[config.mk]
export PLATFORM = sky130hd
export DESIGN_NAME = pc_unit_flat
export DESIGN_NICKNAME = d
export VERILOG_FILES = /design/src/rtl/pc_unit_if.sv /design/src/rtl/pc_unit.sv /design/src/flat_wrapper.sv
export SDC_FILE = /design/constraint.sdc
export NUM_CORES = 1
export LEC_CHECK = 0
export CORE_MARGIN = 2
export CORE_UTILIZATION = 31
export CTS_BUF_LIST = sky130_fd_sc_hd__clkbuf_2 sky130_fd_sc_hd__clkbuf_4 sky130_fd_sc_hd__clkbuf_8
export CTS_CLUSTER_SIZE = 30
export DETAILED_ROUTE_END_ITERATION = 8
export PLACE_DENSITY = 0.69
export SLEW_MARGIN = 30
export SYNTH_ARGS = -nofsm -noshare
export SYNTH_HDL_FRONTEND = slang
export SYNTH_SLANG_ARGS = --single-unit
[constraint.sdc]
create_clock -name clk_i -period 2 [get_ports clk_i]
set_clock_uncertainty 0.05 [all_clocks]
set_input_delay 0.3 -clock clk_i [delete_from_list [all_inputs] [get_ports clk_i]]
set_output_delay 0.3 -clock clk_i [all_outputs]
set_load 0.005 [all_outputs]
[src/rtl/pc_unit_if.sv]
// Request/response bundle between the pipeline control (master) and the PC unit (slave).
interface pc_unit_if #(
  parameter int unsigned ADDR_W = 32
);
  logic              pc_write_i;
  logic              exc_i;
  logic [ADDR_W-1:0] epc_i;
  logic              br_i;
  logic [ADDR_W-1:0] br_target_i;
  logic              jmp_i;
  logic [ADDR_W-1:0] jmp_target_i;
  logic [ADDR_W-1:0] pc_out_o;
  logic [ADDR_W-1:0] pc_plus_o;
  logic              fetch_valid_o;
  logic              redirect_o;
  logic              pend_o;
  logic [ADDR_W-1:0] epc_o;

  modport master (
    output pc_write_i, exc_i, epc_i, br_i, br_target_i, jmp_i, jmp_target_i,
    input  pc_out_o, pc_plus_o, fetch_valid_o, redirect_o, pend_o, epc_o
  );

  modport slave (
    input  pc_write_i, exc_i, epc_i, br_i, br_target_i, jmp_i, jmp_target_i,
    output pc_out_o, pc_plus_o, fetch_valid_o, redirect_o, pend_o, epc_o
  );
endinterface

[src/rtl/pc_unit.sv]
// Program counter with fixed-priority redirect arbitration and stall-safe
// redirect latching.
//   state | meaning
//   RUN   | no redirect waiting; PC steps or redirects when pc_write_i = 1
//   HELD  | a redirect is latched, waiting for the stall to lift
module pc_unit #(
  parameter int unsigned       ADDR_W    = 32,
  parameter logic [ADDR_W-1:0] RESET_VEC = '0,
  parameter logic [31:0]       EXC_VEC   = 32'h0000_0080,
  parameter int unsigned       STEP      = 4
) (
  input  logic       clk_i,
  input  logic       rst_n,
  pc_unit_if.slave   bus
);
  localparam logic [ADDR_W-1:0] EXC_TGT = ADDR_W'(EXC_VEC);
  localparam logic [ADDR_W-1:0] STEP_W  = ADDR_W'(STEP);

  typedef enum logic {RUN, HELD} state_t;

  state_t            state_q, state_d;
  logic [ADDR_W-1:0] pc_q, pc_d;
  logic [1:0]        pend_prio_q, pend_prio_d;
  logic [ADDR_W-1:0] pend_tgt_q, pend_tgt_d;
  logic              redir_q, redir_d;
  logic              out_of_rst_q;
  logic [ADDR_W-1:0] epc_q;

  logic              new_req;
  logic [1:0]        new_prio;
  logic [ADDR_W-1:0] new_tgt;
  logic              take_new;

  always_comb begin
    new_req  = bus.exc_i | bus.br_i | bus.jmp_i;
    new_prio = 2'd2;
    new_tgt  = bus.jmp_target_i;
    if (bus.exc_i) begin
      new_prio = 2'd0;
      new_tgt  = EXC_TGT;
    end else if (bus.br_i) begin
      new_prio = 2'd1;
      new_tgt  = bus.br_target_i;
    end
    // Newer request wins ties against the latched one.
    take_new = new_req && (new_prio <= pend_prio_q);
  end

  always_comb begin
    state_d     = state_q;
    pc_d        = pc_q;
    pend_prio_d = pend_prio_q;
    pend_tgt_d  = pend_tgt_q;
    redir_d     = 1'b0;
    case (state_q)
      RUN: begin
        if (bus.pc_write_i) begin
          if (new_req) begin
            pc_d    = new_tgt;
            redir_d = 1'b1;
          end else begin
            pc_d = pc_q + STEP_W;
          end
        end else if (new_req) begin
          pend_prio_d = new_prio;
          pend_tgt_d  = new_tgt;
          state_d     = HELD;
        end
      end
      HELD: begin
        if (take_new) begin
          pend_prio_d = new_prio;
          pend_tgt_d  = new_tgt;
        end
        if (bus.pc_write_i) begin
          pc_d    = take_new ? new_tgt : pend_tgt_q;
          redir_d = 1'b1;
          state_d = RUN;
        end
      end
      default: state_d = RUN;
    endcase
  end

  always_ff @(posedge clk_i or negedge rst_n) begin
    if (!rst_n) begin
      state_q      <= RUN;
      pc_q         <= RESET_VEC;
      pend_prio_q  <= 2'd0;
      pend_tgt_q   <= '0;
      redir_q      <= 1'b0;
      out_of_rst_q <= 1'b0;
      epc_q        <= '0;
    end else begin
      state_q      <= state_d;
      pc_q         <= pc_d;
      pend_prio_q  <= pend_prio_d;
      pend_tgt_q   <= pend_tgt_d;
      redir_q      <= redir_d;
      out_of_rst_q <= 1'b1;
      if (bus.exc_i) epc_q <= bus.epc_i;
    end
  end

  assign bus.pc_out_o      = pc_q;
  assign bus.pc_plus_o     = pc_q + STEP_W;
  assign bus.redirect_o    = redir_q;
  assign bus.pend_o        = (state_q == HELD);
  assign bus.epc_o         = epc_q;
  assign bus.fetch_valid_o = out_of_rst_q && (state_q == RUN) && !redir_q;
endmodule

[src/flat_wrapper.sv]
// flat-port wrapper written by rule: the top's interface ports become plain ports
module pc_unit_flat 
#(
  parameter int unsigned       ADDR_W    = 32,
  parameter logic [ADDR_W-1:0] RESET_VEC = '0,
  parameter logic [31:0]       EXC_VEC   = 32'h0000_0080,
  parameter int unsigned       STEP      = 4
)
  (clk_i, rst_n, bus_pc_write_i, bus_exc_i, bus_epc_i, bus_br_i, bus_br_target_i, bus_jmp_i, bus_jmp_target_i, bus_pc_out_o, bus_pc_plus_o, bus_fetch_valid_o, bus_redirect_o, bus_pend_o, bus_epc_o);
  pc_unit_if #(.ADDR_W(ADDR_W)) bus_i ();
  input  logic clk_i;
  input  logic rst_n;
  input wire logic [$bits(bus_i.pc_write_i)-1:0] bus_pc_write_i;
  input wire logic [$bits(bus_i.exc_i)-1:0] bus_exc_i;
  input wire logic [$bits(bus_i.epc_i)-1:0] bus_epc_i;
  input wire logic [$bits(bus_i.br_i)-1:0] bus_br_i;
  input wire logic [$bits(bus_i.br_target_i)-1:0] bus_br_target_i;
  input wire logic [$bits(bus_i.jmp_i)-1:0] bus_jmp_i;
  input wire logic [$bits(bus_i.jmp_target_i)-1:0] bus_jmp_target_i;
  output wire logic [$bits(bus_i.pc_out_o)-1:0] bus_pc_out_o;
  output wire logic [$bits(bus_i.pc_plus_o)-1:0] bus_pc_plus_o;
  output wire logic [$bits(bus_i.fetch_valid_o)-1:0] bus_fetch_valid_o;
  output wire logic [$bits(bus_i.redirect_o)-1:0] bus_redirect_o;
  output wire logic [$bits(bus_i.pend_o)-1:0] bus_pend_o;
  output wire logic [$bits(bus_i.epc_o)-1:0] bus_epc_o;
  assign bus_i.pc_write_i = bus_pc_write_i;
  assign bus_i.exc_i = bus_exc_i;
  assign bus_i.epc_i = bus_epc_i;
  assign bus_i.br_i = bus_br_i;
  assign bus_i.br_target_i = bus_br_target_i;
  assign bus_i.jmp_i = bus_jmp_i;
  assign bus_i.jmp_target_i = bus_jmp_target_i;
  assign bus_pc_out_o = bus_i.pc_out_o;
  assign bus_pc_plus_o = bus_i.pc_plus_o;
  assign bus_fetch_valid_o = bus_i.fetch_valid_o;
  assign bus_redirect_o = bus_i.redirect_o;
  assign bus_pend_o = bus_i.pend_o;
  assign bus_epc_o = bus_i.epc_o;
  pc_unit #(.ADDR_W(ADDR_W), .RESET_VEC(RESET_VEC), .EXC_VEC(EXC_VEC), .STEP(STEP)) u_core (.clk_i(clk_i), .rst_n(rst_n), .bus(bus_i));
endmodule
==> flow_summary.ini, run 1 <==
[place]
placed_area_sq_mm = 0.00945
port_buffers = 200
dpl.hpwl_mm = 16.3
dpl.cell_count = 1182
routabilityCongestion = 0.890

[cells_and_area]
seqCellArea_sq_mm = 0.00253
area_growth_pct = 81.3
fin_nets = 1104
final_cell_mix = buf_4, clkdlybuf4s50_1, dfrtp_1
stdcell_count = 1269
n_antenna_cell = 0
multi_input_area_sq_mm = 0.00405
design_area_sq_mm = 0.0110
drive_gt1_frac = 0.444
final_common_cell = buf_4
n_fill_cell = 1609

[floorplan]
fp.dieW_um = 144
start_util = 0.314
core_sq_mm = 0.0193
rows = 51
dieArea_sq_mm = 0.0207
ios = 201
die_h_um = 144

[clock_network]
clock_latency_ps = 380
h-tree-depth = 3
cts_root_buffer = clkbuf_8
numCtsBuffers = 9
cts_sinks = 101
clockBufferDepth = 2
clkTransAtPathRegs_ps = 100
tritoncts = done

[setup_path]
reg2reg_slack_ps = -150
crit_buf_inv = 4
crit_type = reg -> out
cp-end-kind = output pin
critical-path-top-delay-family = buffers and inverters
cp_cell_sequence = nand4_1, buf_4, nor4_4, buf_4, buf_6, nand3_4, xnor2_2, buf_2
r2r_start = u_core.bus.pc_out_o[3]$_DFFE_PN0P_
slowest_delay_ps = 430
crit_slowest_cell = dfrtp_1
rr_endpoint = u_core.bus.pc_out_o[15]$_DFFE_PN0P_
critPathRequiredTime_ps = 1650
cp-start-kind = register
critPathMostFrequentCell = buf_4
r2r_cells = 10
cp_max_fo = 4
arrival_ps = 2090

[sta]
slew_headroom = 0.536
setup_slack_ps = -439
hold_ws_ps = 237
grt_setup_unrepaired = yes
drv_slew = 0
max_freq_ghz = 0.410
setup_viol = 40
worst_pin_slew_ps = 695
timing.final.crit_share = 1.22
finalHoldViolations = 0
layout_min_cycle_time_ps = 2440

[synthesis]
yosys.area_share.xor_xnor = 0.0390
yosys_warnings = 0
synthSimpleGateAreaFrac = 0.160
synth_edf_count = 0
synth_top_area_share = 0.417
syn-cell-area_sq_mm = 0.00607
synth_adder_area_share = 0.00619
async_reset_ff_frac = 1.00
synth_flop_cell = dfrtp_1
synth.largest_area_cell = dfrtp_1
netlist_instances = 614
synth-seq-area-share = 0.417
synthDistinctLibCells = 70
syn_area_per_cell_sq_um = 9.88
synthTopCellsByArea = dfrtp_1, mux2_2, mux2i_1
synth.area.mux_share = 0.156
ys_seq_elements = 101
synth_top_family_by_area = compound AO/OA/AOI/OAI gates
synth_nets = 719
synth-compound-area-share = 0.167

[min_path]
holdCritPathClass = in -> reg
hold_end = u_core.pend_prio_q[0]$_DFFE_PN0P_
min_path_cells = 3
min-delay-start = bus_br_i

[detailed_routing]
drc_errors = 0
num_vias = 6586
drt_wl_total_mm = 23.8
wl_per_cell_um = 18.8
drt-pass1-iter-count = 6
antenna_left = 0
vias_per_cell = 5.19
drtIter0Drc = 456

[grt]
antenna_found_initial = 0
grt_pass1_vias = 6505
grt-ovfl-total = 0
use_met3 = 0.0540
grtUsageTotal = 0.223
met2_usage = 0.367
grt_first_pass_wirelength_mm = 35.4
grt-busiest-layer = met2
grt_max_degree = 48
groute.layer.met1.usage = 0.289

[outcome]
violations = setup timing
status = complete, but fails checks

[power]
p_leak_nw = 4.86
peakVddDrop_mv = 0.435
power_density_mw_per_mm2 = 661
totalPowerFinal_mw = 7.27

[run]
drv_cap = 0
## cells by family after synthesis
kind of cell / Yosys count
adders and majority gates: 3
xor gates and xnor gates: 27
and+or+nand+nor: 187
DFF: 101
buffers and inverters: 62
muxes: 88
other: 1
AOI/OAI and AO/OA: 145
## metrics by stage
stage,worst slack [ps],TNS (ps),utilization
after CTS,-484,-7040,0.543
after detailed placement,-412,-17160,0.489
after global placement,-395,-15540,0.489
after floorplan,-211,-6330,-
after global routing,-526,-10500,0.569
final,-439,-7820,0.569
## layout make-up
cell class / count / share of cell area
timing repair buffer: 423 / 0.346
clock inverter: 5 / 0.00751
sequential: 101 / 0.230
multi-input combinational: 452 / 0.369
tap: 265 / 0.0301
inverter: 12 / 0.00410
clock buffer: 11 / 0.0138
## routing by layer
| layer | part of all wire | wire length (um) | vias up |
|---|---|---|---|
| li1 | - | - | 3042 |
| met2 | 0.48 | 11400 | 309 |
| met1 | 0.41 | 9740 | 3188 |
| met4 | 0.028 | 661 | 0 |
| met3 | 0.083 | 1970 | 47 |
| met5 | 0 | 0 | - |
## worst register-to-register path, delay by kind of cell, from the launching register on
family / cells / cell delay (ps)
buffers and inverters: 5 / 650
and+or+nand+nor: 2 / 270
AOI/OAI and AO/OA: 3 / 640
DFF: 1 / 440
## synth_stat cells, drive strengths merged (22+ instances only)
master  count
dfrtp     101
nor2       37
nand3      24
xnor2      22
nand2      57
clkbuf     25
mux2i      36
buf        25
o31ai      24
o21ai      28
mux2       52
## worst max-delay path by stage
stage | cells after the start | end | slack [ps] | from
6_report | 8 | bus_pc_plus_o[29] | -440 | u_core.bus.pc_out_o[12]$_DFFE_PN0P_
5_1_grt | 9 | bus_pc_plus_o[24] | -530 | u_core.bus.pc_out_o[3]$_DFFE_PN0P_
4_1_cts | 5 | bus_pc_plus_o[27] | -480 | u_core.bus.pc_out_o[22]$_DFFE_PN0P_
3_5_place_dp | 8 | bus_pc_plus_o[26] | -410 | u_core.bus.pc_out_o[2]$_DFFE_PN0P_
3_3_place_gp | 7 | bus_pc_plus_o[30] | -390 | u_core.bus.pc_out_o[2]$_DFFE_PN0P_
2_1_floorplan | 10 | u_core.bus.pc_out_o[20]$_DFFE_PN0P_ | -210 | bus_br_i
## sequential cells by signal, indices dropped and copies added (netlist names)
name and flops:
u_core.pend_tgt_q 32, u_core.bus.pend_o 1, u_core.bus.epc_o 32, u_core.pend_prio_q 2, u_core.bus.redirect_o 1, u_core.bus.pc_out_o 32, u_core.out_of_rst_q 1
## timing repair
action / in CTS / in global routing
pin swaps: 64 / 57
hold buffers: 1 / 0
cloned: 2 / 0
gates resized for setup: 229 / 71
endpoints found under the hold margin: 29 / 0
setup endpoints to repair: 55 / 63
buffers inserted: 55 / 33
## power by group
| part | internal [mW] | leakage, nW | total (mW) | switching, mW |
|---|---|---|---|---|
| Sequential | 2.34 | 1.25 | 2.56 | 0.218 |
| Combinational | 1.78 | 3.49 | 3.17 | 1.39 |
| Clock | 0.777 | 0.120 | 1.54 | 0.767 |
Note: power is estimated with default switching activity, not from simulation.
==> inputs of run 2 (changes only) <==
--- a/config.mk
+++ b/config.mk
@@ -5,12 +5,13 @@
 export SDC_FILE = /design/constraint.sdc
 export NUM_CORES = 1
 export LEC_CHECK = 0
+export ABC_AREA = 1
+export CAP_MARGIN = 30
 export CORE_MARGIN = 2
 export CORE_UTILIZATION = 31
-export CTS_BUF_LIST = sky130_fd_sc_hd__clkbuf_2 sky130_fd_sc_hd__clkbuf_4 sky130_fd_sc_hd__clkbuf_8
 export CTS_CLUSTER_SIZE = 30
 export DETAILED_ROUTE_END_ITERATION = 8
-export PLACE_DENSITY = 0.69
+export PLACE_DENSITY = 0.68
 export SLEW_MARGIN = 30
 export SYNTH_ARGS = -nofsm -noshare
 export SYNTH_HDL_FRONTEND = slang
==> run 2 against run 1 <==
Compared with the run above: the flow still finishes with violations (setup timing); clock power is 22% higher; combinational power grew 8.2%; first-iteration DRC count increased by 43%; fmax grew 5.6%; core utilization fell by 1.8 points; critical endpoint is now u_core.bus.pc_out_o[26]$_DFFE_PN0P_; highest routed layer unchanged.
==> flow_summary.ini, run 2 <==
[setup_path]
cp-end-kind = register
cp-start-kind = register
cp_max_fo = 4
slowest_delay_ps = 420
arrival_ps = 2520
crit_slowest_cell = dfrtp_1
r2r_cells = 17
r2r_start = u_core.bus.pc_out_o[7]$_DFFE_PN0P_
cp-endpoint = u_core.bus.pc_out_o[26]$_DFFE_PN0P_
reg2reg_slack_ps = -310
rr_endpoint = u_core.bus.pc_out_o[26]$_DFFE_PN0P_
crit_type = reg -> reg
cp_cell_sequence = buf_4, nand2_1, nor2_4, nand2_4, nor2_4, buf_6, nand2_4, nand2_4, buf_4, buf_4, buf_4, buf_4, buf_4, buf_4, buf_4, nand3_2, a21oi_2
crit_path_start = u_core.bus.pc_out_o[7]$_DFFE_PN0P_
critPathMostFrequentCell = buf_4
critPathRequiredTime_ps = 2210

[sta]
grt_setup_unrepaired = yes
max_freq_ghz = 0.433
slew_headroom = 0.626
drv_slew = 0
worst_pin_slew_ps = 561
setup_viol = 27
setup_slack_ps = -309
layout_min_cycle_time_ps = 2310
finalHoldViolations = 0
timing.final.crit_share = 1.15

[cells_and_area]
final_cell_mix = nand2_1, clkdlybuf4s50_1, buf_4
fin_nets = 1435
n_antenna_cell = 0
stdcell_count = 1605
final_common_cell = nand2_1
seqCellArea_sq_mm = 0.00253
n_fill_cell = 1790
design_area_sq_mm = 0.0111
drive_gt1_frac = 0.278
multi_input_area_sq_mm = 0.00395
area_growth_pct = 74.9

[detailed_routing]
antenna_left = 0
wl_per_cell_um = 16.1
drt-pass1-iter-count = 5
num_vias = 7873
drc_errors = 0
drtIter0Drc = 652
drt_wl_total_mm = 25.8
vias_per_cell = 4.91

[outcome]
status = complete, but fails checks
violations = setup timing

[power]
pwr-share-comb = 0.434
clockPowerShare = 0.238
totalPowerFinal_mw = 7.91
peakVddDrop_mv = 0.593
power_density_mw_per_mm2 = 715
p_seq_frac = 0.328
switching_share = 0.346
p_leak_nw = 5.34
p_switching_mw = 2.74
p_int_mw = 5.17

[grt]
grt_max_degree = 43
groute.layer.met1.usage = 0.271
use_met3 = 0.0668
met2_usage = 0.404
grt-busiest-layer = met2
grt_first_pass_wirelength_mm = 39.0
grt_pass1_vias = 7610
grtUsageTotal = 0.229
antenna_found_initial = 0
grt-ovfl-total = 0

[floorplan]
ios = 201
fp.dieW_um = 147
core_sq_mm = 0.0201
start_util = 0.315
die_h_um = 147
rows = 52
dieArea_sq_mm = 0.0216

[clock_network]
h-tree-depth = 3
clock_latency_ps = 360
cts_root_buffer = clkbuf_16
numCtsBuffers = 9
cts_sinks = 101
tritoncts = done
clockBufferDepth = 2
clkTransAtPathRegs_ps = 80

[synthesis]
synth_edf_count = 0
synth-compound-area-share = 0.0977
synth.most_common_cell = nand2_1
synth_adder_area_share = 0.00593
synth_top_area_share = 0.399
yosys_warnings = 0
async_reset_ff_frac = 1.00
synthDistinctLibCells = 34
ys_seq_elements = 101
synth_flop_cell = dfrtp_1
synth.largest_area_cell = dfrtp_1
synth_top_family_by_area = simple AND/OR/NAND/NOR gates
synth_nets = 1070
synth.area.mux_share = 0
yosys.area_share.xor_xnor = 0.00969
netlist_instances = 965
synthTopCellsByArea = dfrtp_1, nand2_1, nor2_1
syn-cell-area_sq_mm = 0.00633
syn_area_per_cell_sq_um = 6.56
synthSimpleGateAreaFrac = 0.412
synth-seq-area-share = 0.399
synth_common_cells = nand2_1, dfrtp_1, nor2_1, nand3_1, inv_1

[place]
routabilityCongestion = 0.912
placed_area_sq_mm = 0.00960
dpl.hpwl_mm = 18.1
dpl.cell_count = 1534
port_buffers = 200

[run]
drv_cap = 0

[min_path]
holdCritPathClass = in -> async
[run 2: cell types whose count changed after synthesis, sizes merged, moves of 11 or more]
cell | before | now
nand2 | 57 | 446
nor2 | 37 | 105
mux2 | 52 | 0
inv | 11 | 59
nand3 | 24 | 65
mux2i | 36 | 0
a21oi | 17 | 45
o31ai | 24 | 0
xnor2 | 22 | 2
nor3 | 15 | 3
clkbuf | 25 | 14
[run 2: kinds of logic (layout without fill, tap and decap cells)]
logic type / count (synthesis) / in the layout
adders and majority gates: 3 / 3
xor gates and xnor gates: 7 / 7
DFF: 101 / 101
other: 1 / 1
and+or+nand+nor: 637 / 638
buffers and inverters: 106 / 475
AOI/OAI and AO/OA: 110 / 110
[run 2: cell type report]
| cell class | instances | share of cell area |
|---|---|---|
| Clock buffer | 10 | 0.0207 |
| Timing Repair Buffer | 400 | 0.335 |
| Sequential cell | 101 | 0.229 |
| Multi-Input combinational cell | 759 | 0.357 |
| Clock inverter | 6 | 0.00746 |
| Inverter | 59 | 0.0205 |
| Tap cell | 270 | 0.0305 |
[run 2: worst min path at each step]
stage,start,to,slack [ps],depth (start not counted)
after global placement,rst_n,u_core.bus.pc_out_o[24]$_DFFE_PN0P_,270,1
after floorplan,rst_n,u_core.bus.epc_o[0]$_DFFE_PN0P_,-50,0
final,rst_n,u_core.bus.pc_out_o[24]$_DFFE_PN0P_,400,2
after global routing,bus_epc_i[11],u_core.bus.epc_o[11]$_DFFE_PN0P_,430,3
after CTS,bus_epc_i[11],u_core.bus.epc_o[11]$_DFFE_PN0P_,410,3
after detailed placement,rst_n,u_core.bus.pc_out_o[24]$_DFFE_PN0P_,270,1
[run 2: power groups by stage]
stage	Sequential (mW)	Combinational (mW)	Clock (mW)
detailed placement	2.61	2.86	0
global placement	2.61	2.82	0
CTS	2.58	3.05	1.90
global route	2.63	3.72	1.99
floorplan	2.62	1.12	0
finish	2.60	3.43	1.88
[run 2: critical path: cells and delay by family (launching register included)]
family | cells | cell delay (ps)
AOI/OAI and AO/OA | 1 | 50
buffers and inverters | 9 | 1140
DFF | 1 | 420
and+or+nand+nor | 7 | 560
[run 2: through the flow]
| step | worst slack, ps | setup TNS [ps] | hold WS [ps] | util |
|---|---|---|---|---|
| detailed placement | -426 | -26430 | 266 | 0.478 |
| global placement | -368 | -23410 | 271 | 0.478 |
| floorplan | 0.902 | 0 | -45.6 | - |
| finish | -309 | -5390 | 403 | 0.551 |
| CTS | -301 | -5680 | 409 | 0.520 |
| global route | -413 | -8860 | 425 | 0.551 |
[run 2: layer usage]
layer  share of wire  wire, um  vias up
met1            0.39      9950     3659
met2            0.50     12900      375
met3           0.085      2190       51
met5               0         0        -
met4           0.030       762        0
li1                -         -     3788
[run 2: timing repair]
item	4_1_cts	5_1_grt
hold buffers	1	0
resized for setup	161	146
pin swaps	38	54
setup endpoints to repair	50	80
endpoints found under the hold margin	34	0
gates cloned	0	2
buffers inserted	36	23
==> inputs of run 3 (changes only) <==
--- a/config.mk
+++ b/config.mk
@@ -11,7 +11,7 @@
 export CORE_UTILIZATION = 31
 export CTS_CLUSTER_SIZE = 30
 export DETAILED_ROUTE_END_ITERATION = 8
-export PLACE_DENSITY = 0.68
+export PLACE_DENSITY = 0.66
 export SLEW_MARGIN = 30
 export SYNTH_ARGS = -nofsm -noshare
 export SYNTH_HDL_FRONTEND = slang
==> constraint.sdc (replaced) <==
create_clock -name clk_i -period 2.7 [get_ports clk_i]
set_clock_uncertainty 0.05 [all_clocks]
set_input_delay 0.405 -clock clk_i [delete_from_list [all_inputs] [get_ports clk_i]]
set_output_delay 0.405 -clock clk_i [all_outputs]
set_load 0.005 [all_outputs]
==> run 3 against run 2 <==
Compared with the run above: the flow finishes with violations (hold timing); cell count is 9.8% lower; largest power group is now registers; die area unchanged; wire length fell by 12%; hold slack lost 420 ps.
==> flow_summary.ini, run 3 (synthesis gave the netlist of run 2 again) <==
[floorplan]
ios = 201
start_util = 0.315
fp.dieW_um = 147
core_sq_mm = 0.0201
dieArea_sq_mm = 0.0216
die_h_um = 147
rows = 52

[sta]
timing.final.crit_share = 0.975
max_freq_ghz = 0.380
finalHoldViolations = 6
tns_ps = 0
worst_pin_slew_ps = 554
drv_slew = 0
slew_headroom = 0.631
setup_viol = 0
hold_ws_ps = -18.0
layout_min_cycle_time_ps = 2630

[setup_path]
crit_cells = 8
critPathMostFrequentCell = nand2_1
r2r_cells = 11
arrival_ps = 2180
critical-path-top-delay-family = simple AND/OR/NAND/NOR gates
cp-end-kind = output pin
crit_slowest_cell = clkdlybuf4s50_1
reg2reg_slack_ps = 790
crit_type = reg -> out
crit_buf_inv = 1
rr_endpoint = u_core.bus.pc_out_o[29]$_DFFE_PN0P_
critPathRequiredTime_ps = 2250
r2r_start = u_core.pend_prio_q[1]$_DFFE_PN0P_
cp-start-kind = register
cp_max_fo = 6
cp_cell_sequence = ha_2, nand2_1, nor2_4, nand2_4, nor2_4, nand2_1, nand2_1, clkdlybuf4s50_1
slowest_delay_ps = 500

[run]
drv_cap = 0

[detailed_routing]
drt_wl_total_mm = 22.6
drc_errors = 0
drtIter0Drc = 490
antenna_left = 0
vias_per_cell = 4.84
wl_per_cell_um = 15.6
num_vias = 7003
drt-pass1-iter-count = 7

[clock_network]
h-tree-depth = 3
clkTransAtPathRegs_ps = 70
numCtsBuffers = 9
cts_sinks = 101
clockBufferDepth = 2
cts_hold_buf = 0
cts_root_buffer = clkbuf_16
clock_latency_ps = 350
tritoncts = done

[cells_and_area]
stdcell_count = 1448
final_common_cell = nand2_1
drive_gt1_frac = 0.0976
fin_nets = 1279
n_antenna_cell = 0
final_cell_mix = nand2_1, clkdlybuf4s50_1, dfrtp_1
area_growth_pct = 46.1

[grt]
grt-ovfl-total = 0
grt_max_degree = 66
antenna_found_initial = 0
grt_first_pass_wirelength_mm = 35.6
grtUsageTotal = 0.207
grt_pass1_vias = 6654

[power]
p_leak_nw = 4.39
power_density_mw_per_mm2 = 558
peakVddDrop_mv = 0.361

[outcome]
violations = hold timing
status = complete, but fails checks

[min_path]
holdCritPathClass = in -> async

[place]
dpl.hpwl_mm = 16.8
dpl.cell_count = 1420
port_buffers = 200
routabilityCongestion = 0.922
run 3: metal layers:
layer | GRT usage | vias to the layer above | routed length, um
li1 | - | 3459 | -
met1 | 0.260 | 3226 | 9380
met2 | 0.346 | 286 | 10700
met3 | 0.0615 | 32 | 2050
met4 | 0.0621 | 0 | 477
met5 | 0 | - | 0
run 3: worst max-delay path by stage:
stage	from	to	slack (ps)
floorplan	bus_exc_i	u_core.bus.pc_out_o[10]$_DFFE_PN0P_	460
global placement	bus_exc_i	u_core.bus.pc_out_o[29]$_DFFE_PN0P_	40
detailed placement	bus_exc_i	u_core.bus.pc_out_o[25]$_DFFE_PN0P_	1
CTS	u_core.bus.pc_out_o[10]$_DFFE_PN0P_	bus_pc_plus_o[21]	-5
global route	u_core.bus.pc_out_o[2]$_DFFE_PN0P_	bus_pc_plus_o[14]	-8
finish	u_core.bus.pc_out_o[2]$_DFFE_PN0P_	bus_pc_plus_o[14]	70
run 3: timing repair:
item                       4_1_cts  5_1_grt
setup endpoints to repair       17       22
buffers inserted                 6        7
pin swaps                        3        7
resized for setup               14       45
run 3: worst reg2reg max path, stage by stage (launching register included):
cell	delay, ps
dfrtp_1	350
inv_1	50
ha_1	310
nand2_1	70
nand2_1	50
nand2_1	110
nand2_4	150
buf_12	190
nand2_1	60
nand2_1	60
a21oi_1	240
a21oi_1	120
run 3: report_power, final:
part	internal [mW]	switching (mW)
clock	0.833	0.585
sequential	1.75	0.212
combinational	0.887	0.898
run 3: stage by stage:
stage	setup slack, ps	power (mW)	area (sq um)	hold slack, ps	util
5_1_grt	-8.17	5.47	9250	19.7	0.460
2_1_floorplan	461	2.77	6330	59.4	-
3_5_place_dp	1.43	3.71	8680	375	0.432
6_report	66.2	5.16	9250	-18.0	0.460
3_3_place_gp	42.4	3.69	8680	378	0.432
4_1_cts	-4.90	5.16	9080	2.02	0.452
run 3: area by class of cell:
class	count	area, sq um
fillers	2016	10900
multi-input cells	758	3450
flip-flops and latches	101	2550
repair buffers	245	2370
well taps	270	338
clock buffers	11	243
inverters	59	221
clock inverters	4	72.6
